$ cat src/rtl/mbist_march_seq.sv
// March C- address/data sequencer for memory built-in self-test.
// One memory operation per enabled cycle:
//   E0 up(w0); E1 up(r0,w1); E2 up(r1,w0); E3 down(r0,w1); E4 down(r1,w0); E5 up(r0)
// Optional build macro: MBIST_CHECKERBOARD_EN selects checkerboard data
// backgrounds instead of solid 0x00/0xFF. Sequence timing is the same in both builds.
module mbist_march_seq #(
  parameter int ADDR_W = 4,
  parameter int DATA_W = 8
) (
  input  logic              clk,
  input  logic              rst,
  input  logic              ld,
  input  logic              NbarT,
  output logic [ADDR_W-1:0] addr,
  output logic [DATA_W-1:0] wdata,
  output logic [DATA_W-1:0] exp_data,
  output logic              we,
  output logic              re,
  output logic [2:0]        elem,
  output logic              cout
);

  typedef enum logic [2:0] {
    E0 = 3'd0,
    E1 = 3'd1,
    E2 = 3'd2,
    E3 = 3'd3,
    E4 = 3'd4,
    E5 = 3'd5
  } elem_t;

  localparam logic [ADDR_W-1:0] ADDR_ZERO = {ADDR_W{1'b0}};
  localparam logic [ADDR_W-1:0] ADDR_MAX  = {ADDR_W{1'b1}};
  localparam logic [ADDR_W-1:0] ADDR_ONE  = {{(ADDR_W-1){1'b0}}, 1'b1};

  elem_t             elem_r;
  logic              op_r;
  logic [ADDR_W-1:0] addr_r;
  logic              cout_r;

  logic              last_addr_s;
  logic              active_s;
  logic              is_write_s;
  logic              pol_s;
  logic [DATA_W-1:0] pat_s;

  // Elements with a read followed by a write.
  function automatic logic two_op(input elem_t e);
    case (e)
      E1, E2, E3, E4: two_op = 1'b1;
      default:        two_op = 1'b0;
    endcase
  endfunction

  // Elements that walk the address space from N-1 down to 0.
  function automatic logic is_down(input elem_t e);
    case (e)
      E3, E4:  is_down = 1'b1;
      default: is_down = 1'b0;
    endcase
  endfunction

  // Operation kind: 1 = write, 0 = read.
  function automatic logic op_is_write(input elem_t e, input logic op);
    case (e)
      E0:             op_is_write = 1'b1;
      E1, E2, E3, E4: op_is_write = op;
      default:        op_is_write = 1'b0;
    endcase
  endfunction

  // Data polarity written or expected by the operation.
  function automatic logic op_pol(input elem_t e, input logic op);
    case (e)
      E1, E3:  op_pol = op;
      E2, E4:  op_pol = ~op;
      default: op_pol = 1'b0;
    endcase
  endfunction

  // Successor element in the march order.
  function automatic elem_t next_elem(input elem_t e);
    case (e)
      E0:      next_elem = E1;
      E1:      next_elem = E2;
      E2:      next_elem = E3;
      E3:      next_elem = E4;
      E4:      next_elem = E5;
      default: next_elem = E5;
    endcase
  endfunction

  // Decode the current operation into strobes and data pattern.
  always_comb begin
    pat_s = {DATA_W{1'b0}};
    if (is_down(elem_r)) begin
      last_addr_s = (addr_r == ADDR_ZERO);
    end else begin
      last_addr_s = (addr_r == ADDR_MAX);
    end
    active_s   = NbarT & ~ld & ~cout_r & ~rst;
    is_write_s = op_is_write(elem_r, op_r);
    pol_s      = op_pol(elem_r, op_r);
`ifdef MBIST_CHECKERBOARD_EN
    for (int i = 0; i < DATA_W; i++) begin
      pat_s[i] = pol_s ^ i[0] ^ addr_r[0];
    end
`else
    pat_s = {DATA_W{pol_s}};
`endif
  end

  // Memory strobes and data; held at zero while reset is asserted.
  always_comb begin
    we = active_s & is_write_s;
    re = active_s & ~is_write_s;
    if (rst) begin
      wdata    = {DATA_W{1'b0}};
      exp_data = {DATA_W{1'b0}};
    end else begin
      wdata    = pat_s;
      exp_data = pat_s;
    end
  end

  // Sequence position: reset/load restart, otherwise step one operation per enabled edge.
  always_ff @(posedge clk) begin
    if (rst || ld) begin
      elem_r <= E0;
      op_r   <= 1'b0;
      addr_r <= ADDR_ZERO;
      cout_r <= 1'b0;
    end else if (NbarT && !cout_r) begin
      if (two_op(elem_r) && !op_r) begin
        op_r <= 1'b1;
      end else if (!last_addr_s) begin
        op_r <= 1'b0;
        if (is_down(elem_r)) begin
          addr_r <= addr_r - ADDR_ONE;
        end else begin
          addr_r <= addr_r + ADDR_ONE;
        end
      end else if (elem_r == E5) begin
        cout_r <= 1'b1;
      end else begin
        elem_r <= next_elem(elem_r);
        op_r   <= 1'b0;
        if (is_down(next_elem(elem_r))) begin
          addr_r <= ADDR_MAX;
        end else begin
          addr_r <= ADDR_ZERO;
        end
      end
    end else begin
      elem_r <= elem_r;
      op_r   <= op_r;
      addr_r <= addr_r;
      cout_r <= cout_r;
    end
  end

  assign addr = addr_r;
  assign elem = elem_r;
  assign cout = cout_r;

endmodule

$ cat config.mk
export PLATFORM = sky130hd
export DESIGN_NAME = mbist_march_seq
export DESIGN_NICKNAME = d
export VERILOG_FILES = /design/src/rtl/mbist_march_seq.sv
export SDC_FILE = /design/constraint.sdc
export NUM_CORES = 1
export LEC_CHECK = 0
export CORE_AREA = 2 2 49 51
export DETAILED_ROUTE_END_ITERATION = 8
export DIE_AREA = 0 0 51 53
export PLACE_DENSITY = 0.7
export SLEW_MARGIN = 25
export SYNTH_ARGS = -nofsm -noshare
export SYNTH_HDL_FRONTEND = slang
export SYNTH_SLANG_ARGS = --single-unit
$ cat constraint.sdc
create_clock -name clk -period 2.5 [get_ports clk]
set_clock_uncertainty 0.2 [all_clocks]
set_input_delay 0.5 -clock clk [delete_from_list [all_inputs] [get_ports clk]]
set_output_delay 0.5 -clock clk [all_outputs]
set_load 0.05 [all_outputs]
==> out/qor.csv <==
stage,metric,value,unit
drt,detailed-route via count,867,
drt,DRC viols,0,
job,max-cap viol count,0,
cells_and_area,cell area after layout,0.001431,sq mm
cells_and_area,"non-filler cells, final",157,
clock_tree,Clock Path Buffers,2,
clock_tree,clock-pin slew on the worst setup and hold paths,0.07,ns
timing,Fin Setup TNS,0,ns
cells_and_area,share of cells above drive strength 1,0.3876,
synthesis,Mean Syn Cell Area,7.928,sq um
global_routing,grt ovf,0,
min_path,Hold Path Origin,cout,
placed_design,Placer Congestion,0.8514,
critical_path,WP data required,1.80,ns
clock_tree,Post-CTS Hold Fix Bufs,0,
synthesis,Simple-Gate Fraction of Synth Area,0.2484,
critical_path,Crit Path Category,reg2out,
drt,DRT Wirelength,2.379,mm
placed_design,Placed Instance Area,0.001286,sq mm
synthesis,Synth async-reset ratio,0,
critical_path,startpoint types,flop,
timing,"Slew Viols, Final",0,
min_path,Min-Delay Path Class,reg2reg,
drt,Vias/cell,5.522,
synthesis,number of synthesized flops with an enable pin,0,
timing,Setup-failing EPs final,0,
global_routing,largest net degree at the start of global routing,14,
clock_tree,Clock Sinks,9,
timing,fmax,0.4040,GHz
placed_design,Placed Cells,147,
floorplan,core footprint,0.002148,sq mm
placed_design,DP HPWL,1.622,mm
clock_tree,# H-tree levels,1,
timing,RSZ-0062 raised after global routing,true,
critical_path,CP Cell Sequence,"buf_8, nand2b_4, a211oi_4, a21oi_2, nor2_4, clkbuf_16, buf_12",
drt,Iter 0 DRT Violations,23,
critical_path,critical path's slowest cell,dfxtp_4,
floorplan,row cnt,17,
global_routing,first-pass GRT wire length,3.643,mm
synthesis,"Distinct cells, synth",43,
synthesis,largest cells by area after synthesis,"dfxtp_1, buf_4, a21oi_1",
critical_path,"Data arrival, critical path",1.78,ns
floorplan,Starting Density,0.3727,
floorplan,IO Pins,30,
global_routing,gr usage total,0.1762,
drt,Detailed Routing Iterations Pass 1,4,
clock_tree,CTS tree,yes,
timing,Tightest Pin Transition,0.5366,ns
cells_and_area,FF/Latch Area,188.9,sq um
synthesis,Synth Area in Compound Gates,0.2781,
power,LEAKAGE,0.5441,nW
floorplan,Chip Width,51,um
power,peak supply drop,285.4,uV
clock_tree,Clock Latency Late Sink,0.27,ns
floorplan,die area,0.002703,sq mm
synthesis,Post-Syn Area,800.8,sq um
run_status,status,"complete, no violations",
cells_and_area,Layout fillers,166,
synthesis,Syn Nets,108,
critical_path,crit end category,output pin,
drt,Routed WL per cell,15.15,um
synthesis,post-synthesis mux area share,0,
placed_design,I/O Buffers,29,
critical_path,worst r2r src,elem[1],
critical_path,CP startpoint,elem[2],
synthesis,top-count cell post-synth,buf_4,
global_routing,vias in the first global route,795,
critical_path,CP Max Fanout,8,
synthesis,"area leader, netlist",dfxtp_1,
cells_and_area,area of the multi-input gates,539.3,sq um
synthesis,register bit total from synthesis,9,
synthesis,adder-cell share of the synthesized area,0.05625,
clock_tree,root buffer cell,clkbuf_4,
cells_and_area,Final #Nets,137,
timing,Final Cycle Share,0.9901,
synthesis,"top cells by count, synth","buf_4, dfxtp_1, a21oi_1, o21ai_0, nor2_1",
synthesis,post-synthesis sequential area ratio,0.2250,
clock_tree,CTS buffer count,3,
cells_and_area,Antenna Cells,0,
floorplan,Die Ht,53,um
timing,Rel. slew slack,0.6392,
timing,min cycle time layout,2.475,ns
global_routing,initial antenna violation count,0,
critical_path,Slowest Stage Delay on Critical Path,0.36,ns
synthesis,Yosys top cell area share,0.2250,
synthesis,largest family of logic cells by synthesized area,compound AO/OA/AOI/OAI gates,
power,PwrDens,225.0,mW/mm^2
cells_and_area,Area Growth Syn to Fin,78.75,%
power,total power,0.3220,mW
timing,Fin. Hold Viols,0,
synthesis,"Top FF cell, synth",dfxtp_1,
synthesis,Syn. warnings,0,
synthesis,XOR/XNOR Fraction of Synth Area,0.01094,
synthesis,Cells after Synth,101,
drt,Final ANT Viol Nets,0,
-- worst max-delay path, delay by kind of cell (launching register included) --
kind            cells  cell delay, ns
buf+inv             3            0.49
compound gates      2            0.31
flops               1            0.36
simple gates        2            0.34
-- per-layer routing --
layer / share of wire / GRT usage / vias up
li1: - / - / 420
met1: 0.40 / 0.2178 / 414
met5: 0 / 0 / -
met4: 0.021 / 0.08108 / 0
met3: 0.041 / 0.03107 / 6
met2: 0.54 / 0.2965 / 27
-- cell families (layout without fill, tap and decap cells) --
logic type	count (synthesis)	count (layout)
fa+ha+maj	3	3
flops	9	9
compound gates	33	33
simple gates	34	34
xor+xnor	1	1
buf+inv	21	49
-- repair_timing --
action	CTS	global route
buffers inserted	0	5
setup endpoints to repair	16	16
gates cloned	1	0
endpoints found under the hold margin	0	0
pin swaps	1	2
gates resized for setup	4	6
-- cell type report --
cell class,instances,share of cell area
Timing Repair Buffer,44,0.4449
Multi-Input combinational cell,71,0.3767
Sequential cell,9,0.1320
Tap cell,28,0.02448
Clock buffer,3,0.01573
Clock inverter,1,0.003497
Inverter,1,0.002622
-- cells in the final DEF, fill, tap and decap left out, types with 2 or more instances in the layout --
master | Yosys | routed
clkdlybuf4s50_1 | 0 | 11
o31ai_1 | 2 | 2
dfxtp_4 | 0 | 2
nand2b_1 | 4 | 2
and3_1 | 2 | 2
nand2_1 | 4 | 3
nand3b_1 | 3 | 3
dfxtp_1 | 9 | 6
clkbuf_4 | 0 | 3
nand2b_4 | 0 | 2
nand3_1 | 2 | 2
a211oi_1 | 4 | 3
or3_1 | 2 | 2
buf_4 | 15 | 10
nor2b_1 | 2 | 2
a21o_1 | 2 | 2
a21oi_1 | 7 | 6
o21ai_0 | 7 | 7
nor2_1 | 5 | 4
buf_12 | 0 | 20
-- power breakdown --
group	switching, mW	total (mW)	internal [mW]
Clock	0.0607	0.120	0.0593
Combinational	0.0302	0.0534	0.0232
Sequential	0.00500	0.149	0.144
Total	0.0959	0.322	0.226
-- final timing paths --
kind / depth (start not counted) / to / slack [ns]
max: 7 / exp_data[6] / 0.02
min: 2 / cout / 0.29
max reg2reg: 7 / addr[3] / 0.13
min reg2reg: 2 / cout / 0.29
-- per-stage QoR --
step / utilization / setup WS [ns] / hold WS [ns]
5_1_grt: 0.6663 / -0.02467 / 0.3396
4_1_cts: 0.6337 / 0.04485 / 0.2913
3_3_place_gp: 0.5987 / 0.1784 / 0.2720
2_1_floorplan: - / -0.07430 / 0.4391
6_report: 0.6663 / 0.02484 / 0.2866
3_5_place_dp: 0.5987 / 0.1376 / 0.2811
-- state kept, by name, summed over array words and instances (netlist names) --
signal	count
addr	4
cout	1
elem	3
op_r	1
Note: power is estimated with default switching activity, not from simulation.
